$ cat src/rtl/load_store_unit.sv
// Memory-stage load/store unit: one request at a time, read-modify-write for sb/sh,
// sign/zero extension for sub-word loads, fault detection at acceptance.
module load_store_unit #(
   parameter int MEM_WORDS = 32
) (
   input  logic        clk,
   input  logic        reset,
   input  logic        req_valid,
   output logic        req_ready,
   input  logic        req_we,
   input  logic [2:0]  req_funct3,
   input  logic [31:0] req_addr,
   input  logic [31:0] req_wdata,
   output logic        resp_valid,
   output logic [31:0] resp_rdata,
   output logic        resp_fault,
   output logic        mem_write_en,
   output logic [31:0] mem_read_addr,
   output logic [31:0] mem_write_addr,
   output logic [31:0] mem_write_data,
   input  logic [31:0] mem_read_data
);

   typedef enum logic [2:0] {
      IDLE  = 3'd0,
      LOAD  = 3'd1,
      MERGE = 3'd2,
      STORE = 3'd3,
      FAULT = 3'd4
   } state_t;

   localparam logic [31:0] ADDR_LIMIT = 32'(4 * MEM_WORDS);

   state_t      state_r;
   state_t      state_next_s;
   logic [31:0] addr_r;
   logic [2:0]  funct3_r;
   logic [31:0] wdata_r;
   logic [31:0] merged_r;
   logic        fault_s;
   logic [31:0] word_addr_s;
   logic [7:0]  byte_s;
   logic [15:0] half_s;
   logic [31:0] load_data_s;
   logic [31:0] merge_data_s;

   assign word_addr_s = {addr_r[31:2], 2'b00};

   // Classify the incoming request as faulting from its funct3, alignment and range
   always_comb begin
      fault_s = 1'b0;
      case (req_funct3)
         3'd0, 3'd4: fault_s = 1'b0;
         3'd1, 3'd5: fault_s = req_addr[0];
         3'd2:       fault_s = (req_addr[1:0] != 2'b00);
         default:    fault_s = 1'b1;
      endcase
      fault_s = fault_s | (req_we & (req_funct3 > 3'd2)) | (req_addr >= ADDR_LIMIT);
   end

   // State register
   always_ff @(posedge clk or posedge reset) begin
      if (reset) begin
         state_r <= IDLE;
      end else begin
         state_r <= state_next_s;
      end
   end

   // Next-state decode
   always_comb begin
      state_next_s = state_r;
      case (state_r)
         IDLE: begin
            if (!req_valid) begin
               state_next_s = IDLE;
            end else if (fault_s) begin
               state_next_s = FAULT;
            end else if (!req_we) begin
               state_next_s = LOAD;
            end else if (req_funct3 == 3'd2) begin
               state_next_s = STORE;
            end else begin
               state_next_s = MERGE;
            end
         end
         LOAD:    state_next_s = IDLE;
         MERGE:   state_next_s = STORE;
         STORE:   state_next_s = IDLE;
         FAULT:   state_next_s = IDLE;
         default: state_next_s = IDLE;
      endcase
   end

   // Lane selection and extension of the word returned by memory
   always_comb begin
      case (addr_r[1:0])
         2'd0:    byte_s = mem_read_data[7:0];
         2'd1:    byte_s = mem_read_data[15:8];
         2'd2:    byte_s = mem_read_data[23:16];
         2'd3:    byte_s = mem_read_data[31:24];
         default: byte_s = 8'd0;
      endcase
      if (addr_r[1]) begin
         half_s = mem_read_data[31:16];
      end else begin
         half_s = mem_read_data[15:0];
      end
      case (funct3_r)
         3'd0:    load_data_s = {{24{byte_s[7]}}, byte_s};
         3'd1:    load_data_s = {{16{half_s[15]}}, half_s};
         3'd4:    load_data_s = {24'd0, byte_s};
         3'd5:    load_data_s = {16'd0, half_s};
         default: load_data_s = mem_read_data;
      endcase
   end

   // Old word with the addressed byte or halfword lane replaced by store data
   always_comb begin
      merge_data_s = mem_read_data;
      if (funct3_r == 3'd0) begin
         case (addr_r[1:0])
            2'd0:    merge_data_s[7:0]   = wdata_r[7:0];
            2'd1:    merge_data_s[15:8]  = wdata_r[7:0];
            2'd2:    merge_data_s[23:16] = wdata_r[7:0];
            2'd3:    merge_data_s[31:24] = wdata_r[7:0];
            default: merge_data_s = mem_read_data;
         endcase
      end else if (addr_r[1]) begin
         merge_data_s[31:16] = wdata_r[15:0];
      end else begin
         merge_data_s[15:0] = wdata_r[15:0];
      end
   end

   // Request capture, merged word and response registers
   always_ff @(posedge clk or posedge reset) begin
      if (reset) begin
         addr_r     <= 32'd0;
         funct3_r   <= 3'd0;
         wdata_r    <= 32'd0;
         merged_r   <= 32'd0;
         resp_valid <= 1'b0;
         resp_rdata <= 32'd0;
         resp_fault <= 1'b0;
      end else begin
         resp_valid <= 1'b0;
         case (state_r)
            IDLE: begin
               if (req_valid) begin
                  addr_r   <= req_addr;
                  funct3_r <= req_funct3;
                  wdata_r  <= req_wdata;
               end
            end
            LOAD: begin
               resp_valid <= 1'b1;
               resp_rdata <= load_data_s;
               resp_fault <= 1'b0;
            end
            MERGE: merged_r <= merge_data_s;
            STORE: begin
               resp_valid <= 1'b1;
               resp_rdata <= 32'd0;
               resp_fault <= 1'b0;
            end
            FAULT: begin
               resp_valid <= 1'b1;
               resp_rdata <= 32'd0;
               resp_fault <= 1'b1;
            end
            default: resp_valid <= 1'b0;
         endcase
      end
   end

   // Handshake and memory port decode; write enable comes straight from state
   always_comb begin
      req_ready      = 1'b0;
      mem_write_en   = 1'b0;
      mem_read_addr  = 32'd0;
      mem_write_addr = 32'd0;
      mem_write_data = 32'd0;
      case (state_r)
         IDLE:        req_ready = 1'b1;
         LOAD, MERGE: mem_read_addr = word_addr_s;
         STORE: begin
            mem_write_en   = 1'b1;
            mem_write_addr = word_addr_s;
            if (funct3_r == 3'd2) begin
               mem_write_data = wdata_r;
            end else begin
               mem_write_data = merged_r;
            end
         end
         default: req_ready = 1'b0;
      endcase
   end

endmodule

$ cat config.mk
export PLATFORM = sky130hd
export DESIGN_NAME = load_store_unit
export DESIGN_NICKNAME = d
export VERILOG_FILES = /design/src/rtl/load_store_unit.sv
export SDC_FILE = /design/constraint.sdc
export NUM_CORES = 1
export LEC_CHECK = 0
export CORE_MARGIN = 2
export CORE_UTILIZATION = 50
export DETAILED_ROUTE_END_ITERATION = 7
export GPL_TIMING_DRIVEN = 0
export PLACE_DENSITY = 0.87
export SYNTH_ARGS = -nofsm -noshare
export SYNTH_HDL_FRONTEND = slang
export SYNTH_SLANG_ARGS = --single-unit
$ cat constraint.sdc
create_clock -name clk -period 7 [get_ports clk]
set_input_delay 1.4 -clock clk [delete_from_list [all_inputs] [get_ports clk]]
set_output_delay 1.4 -clock clk [all_outputs]
set_load 0.02 [all_outputs]
Yosys cells after proc, flatten, opt, wreduce, memory -nomap -nowiden. Index checks and enable logic that the tools add are counted.

Bitwise operators: 3. Reduce and logical (&&, ||, !) cells: 14. Equal/unequal tests: 15. Muxes and demuxes: 25. Order comparisons: 2.

Operator list (number): $mux 32 (5); $pmux 32 s4 (1); $pmux 32 s2 (1); $mux 16 (3); $ge 32x8->1 const B (1); $mux 8 (4); $pmux 8 s4 (1); $eq 3x3->1 const B (5); $eq 3x2->1 const B (4); $reduce_or 2->1 (5); $eq 3x1->1 const B (3); $logic_not 3->1 (3); $mux 3 (2); $pmux 3 s2 (1); $reduce_bool 2->1 (3); $eq 2x2->1 const B (2); $mux 1 (4); $gt 3x2->1 const B (1); $pmux 1 s3 (1); $reduce_or 3->1 (1); $eq 2x1->1 const B (1); $logic_not 2->1 (1); $mux 2 (1); $or 1x1->1 (2); 3 further kinds (3).

Output and inout bits: 132. Bits in registers: 136. Word-level logic and storage cells: 67. Input port bits: 103.

Longest topological paths before layout.
Depth after elaboration: 8. Depth in mapped cells: 7. Gate-level depth less buffers: 4.

Worst setup path after synthesis. Ideal clock, no wire load.

Path type: register to output. Start: register funct3_r[0]. End: output port mem_write_data[10]. Stages on the path, launching flop included: 6. Data arrival time: 1614 ps. Setup slack: 3986 ps. Path through: dfrtp_1 > buf_2 > nor3_1 > clkbuf_1 > nand2_1 > a21oi_1.

Word-level cells in the longest chain between the ends: 3.

RTL lines: start: declaration (line 37) `logic [2:0] funct3_r;`; start signal: assignment (line 152) `funct3_r <= req_funct3;`; $eq 3x2->1 (line 190) `if (funct3_r == 3'd2) begin`; $mux 32 (line 190); $mux 32 (line 184) `case (state_r)`; end: declaration (line 20) `output logic [31:0] mem_write_data,`.

No other way between the ends.

Final worst setup path.
Start: register funct3_r[1]. End: output port mem_write_data[23].

The elaborated chain is that of the path after synthesis.

==> flow_summary_export.csv <==
group,metric,value,unit
sta,post-route-min-period,4.57,ns
sta,setup_viol,0,
synthesis,synth_cell_type_count,40,
sta,max_freq,219,MHz
run,maxCapViolations,0,
setup_path,criticalPathCategory,"reg -> out",
sta,clock_skew,0.00891,ns
grt,gr-total-overflow,0,
cts,cts_tree,"built",
setup_path,cpPeakStageDelay,0.67,ns
grt,top_usage_layer,"met2",
cells_and_area,fin_util,75.7,%
worst_hold_path,hold_class,"reg -> reg",
cells_and_area,drive_gt1_share,13.7,%
place,dp_hpwl,16100,um
grt,gr-usage-all-layers,30.0,%
cts,cts_buffers,17,
synthesis,synth_top_area_share,49.4,%
synthesis,syn-mean-instance-area,10.0,um2
sta,whs,0.492,ns
synthesis,yosysTopAreaCell,"dfrtp_1",
die,die_x,121,um
cts,ctsResizeCount,0,
synthesis,synth_area_leaders,"dfrtp_1 49%, mux2_2 11%, nand2_1 4.3%, a21oi_1 4.2%, mux2i_1 3.6%",
sta,rsz0062_at_grt,"no",
sta,finalCritPeriodShare,65.2,%
cells_and_area,syn_to_final_growth,46.7,%
synthesis,synth_edf_count,0,
pwr,power_density,220,nW/um2
status,status,"complete, no violations",
die,die_h,121,um
cts,hold_buffers,0,
setup_path,critPathCaptureType,"output port",
synthesis,synth-main-ff-cell,"dfrtp_1",
drt,wl_per_cell,19.4,um
die,initial_core_util,51.6,%
grt,antenna_found_initial,0,
cts,cts_max_level,4,
setup_path,r2r_setup_slack,4.93,ns
die,rows,42,
synthesis,synthArstFlopShare,100,%
synthesis,yosysWarnings,0,
drt,vias_per_cell,5.71,
cts,clockRootBuffer,"clkbuf_16",
grt,grtUsageMet2,47.3,%
drt,drtAntennaViolNets,0,
die,placeableCoreArea,13300,um2
grt,grt_pass1_vias,6252,
setup_path,crit_fanout,10,
cts,postCtsSetupRepairBufs,0,
sta,hold_viol,0,
drt,drt-total-wl,21900,um
drt,drc,0,
drt,vias,6444,
place,gp_congestion,0.912,
drt,drtIter0Drc,631,
grt,grt_pass1_wl,33700,um
drt,dr.pass1.iters,5,
synthesis,netlist_instances,687,
sta,drv_slew,0,
setup_path,cp_slowest_cell,"nor3_1",
grt,met3_usage,8.27,%
setup_path,cp-start-kind,"flip-flop",
die,ios,235,
setup_path,worstPathRequired,5.60,ns
sta,max-slew-margin-rel,41.9,%
sta,tightestPinTransition,0.865,ns
cts,insertion_delay,0.43,ns
synthesis,yosysSeqAreaShare,49.4,%
sta,tns,0,ns
cells_and_area,diodes,0,
setup_path,path_cells,"buf_2 > inv_1 > nor3_1 > clkbuf_1 > nand2_1 > a21oi_1 > clkdlybuf4s50_1",
die,fp.dieArea,14700,um2
grt,grt_max_degree,83,
pwr,p_leak,4.28,nW
synthesis,netlist_area,6890,um2
pwr,irDropWorstVdd,0.208,mV
setup_path,worstPathArrival,3.17,ns
cts,cts_buffer_depth,2,
grt,grt_use_met1,40.2,%
cts,clk_pin_slew,0.06,ns
place,portBuffers,230,
cells_and_area,n_fill_cell,947,
synthesis,ys_seq_elements,136,
cells_and_area,fin_nets,1043,
cts,cts_num_sinks,136,
[registers in the layout, indices dropped and copies added, names as in the netlist]
name,flops
addr_r,32
wdata_r,32
state_r,3
funct3_r,3
merged_r,32
resp_valid,1
resp_fault,1
resp_rdata,32
[logic make-up (layout without fill, tap and decap cells)]
logic type      count (synthesis)  after routing  synth area share, %
flops                         136            136                 49.4
mux                            91             91                 14.6
buf+inv                        79            342                 5.25
compound gates                144            144                 13.5
simple gates                  236            236                 17.2
other cells                     1              4               0.0544
[metal layers]
layer	part of all wire [%]	vias to the layer above
met5	0	-
met4	2.8	0
met3	8.6	56
met2	48	371
met1	41	3115
li1	-	2902
[cell usage after synthesis (2+ instances only)]
| library cell | count |
|---|---|
| and2_1 | 35 |
| a31o_2 | 2 |
| clkbuf_1 | 32 |
| nor2_1 | 44 |
| o21a_1 | 3 |
| buf_4 | 12 |
| a32oi_1 | 6 |
| nor4_1 | 6 |
| clkbuf_2 | 2 |
| mux2_2 | 65 |
| a221o_1 | 16 |
| nand3b_1 | 9 |
| o21ai_1 | 2 |
| nor2b_1 | 40 |
| a221oi_1 | 18 |
| nor3_1 | 13 |
| mux2i_1 | 25 |
| or3_1 | 2 |
| buf_2 | 8 |
| a21oi_1 | 58 |
| o21ai_0 | 35 |
| inv_1 | 23 |
| nand2_1 | 79 |
| dfrtp_1 | 136 |
[layout by cell type (no fill, tap or decap), drive strengths merged, types with 4 or more instances in the layout]
| cell | netlist | final |
|---|---|---|
| a21oi | 59 | 59 |
| a221o | 16 | 16 |
| a221oi | 18 | 18 |
| a32oi | 6 | 6 |
| and2 | 35 | 35 |
| buf | 22 | 23 |
| bufinv | 0 | 5 |
| clkbuf | 34 | 51 |
| clkdlybuf4s50 | 0 | 230 |
| clkinv | 0 | 6 |
| conb | 1 | 4 |
| dfrtp | 136 | 136 |
| inv | 23 | 24 |
| mux2 | 65 | 65 |
| mux2i | 25 | 25 |
| nand2 | 80 | 80 |
| nand3b | 9 | 9 |
| nor2 | 45 | 45 |
| nor2b | 40 | 40 |
| nor3 | 14 | 14 |
| nor4 | 6 | 6 |
| o21ai | 37 | 37 |
[layout make-up]
class	instances	area, um2	share of cell area, %
Clock inverter	15	226	2.24
Inverter	23	91.3	0.904
Clock buffer	17	425	4.21
Buffer	56	275	2.72
Timing Repair Buffer	231	2330	23.1
Multi-Input combinational cell	475	3140	31.0
Sequential cell	136	3400	33.7
Tap cell	176	220	2.18
[worst paths after layout]
check | cells past startpoint | end | start
max in group asynchronous | 3 | wdata_r[5] | reset
max reg2reg | 6 | resp_rdata[5] | funct3_r[1]
max | 7 | mem_write_data[23] | funct3_r[1]
min in group asynchronous | 2 | addr_r[5] | reset
min | 2 | resp_rdata[12] | resp_rdata[12]
min reg2reg | 2 | resp_rdata[12] | resp_rdata[12]
[critical path, delay by kind of cell, from the launching register on]
kind            cells  cell delay [ns]
flops               1             0.32
simple gates        2             0.83
compound gates      1             0.16
buf+inv             4             1.42
[metrics by stage]
step | worst slack, ns | cell area, um2 | instances | power (mW)
after CTS | 2.48 | 10100 | 1129 | 2.22
after detailed placement | 2.98 | 9460 | 1097 | 1.24
after floorplan | 1.96 | 6900 | 690 | 1.10
final | 2.43 | 10100 | 1129 | 2.22
after global placement | 0.147 | 9420 | 1096 | 1.23
after global routing | 2.30 | 10100 | 1129 | 2.30
[where the power goes]
group	switching, mW	total [mW]	leakage, nW	internal [mW]
Sequential	0.0511	0.896	1.57	0.845
Clock	0.353	0.986	0.309	0.633
Combinational	0.171	0.339	2.39	0.168
No activity file was read; power rests on OpenSTA's default activity.
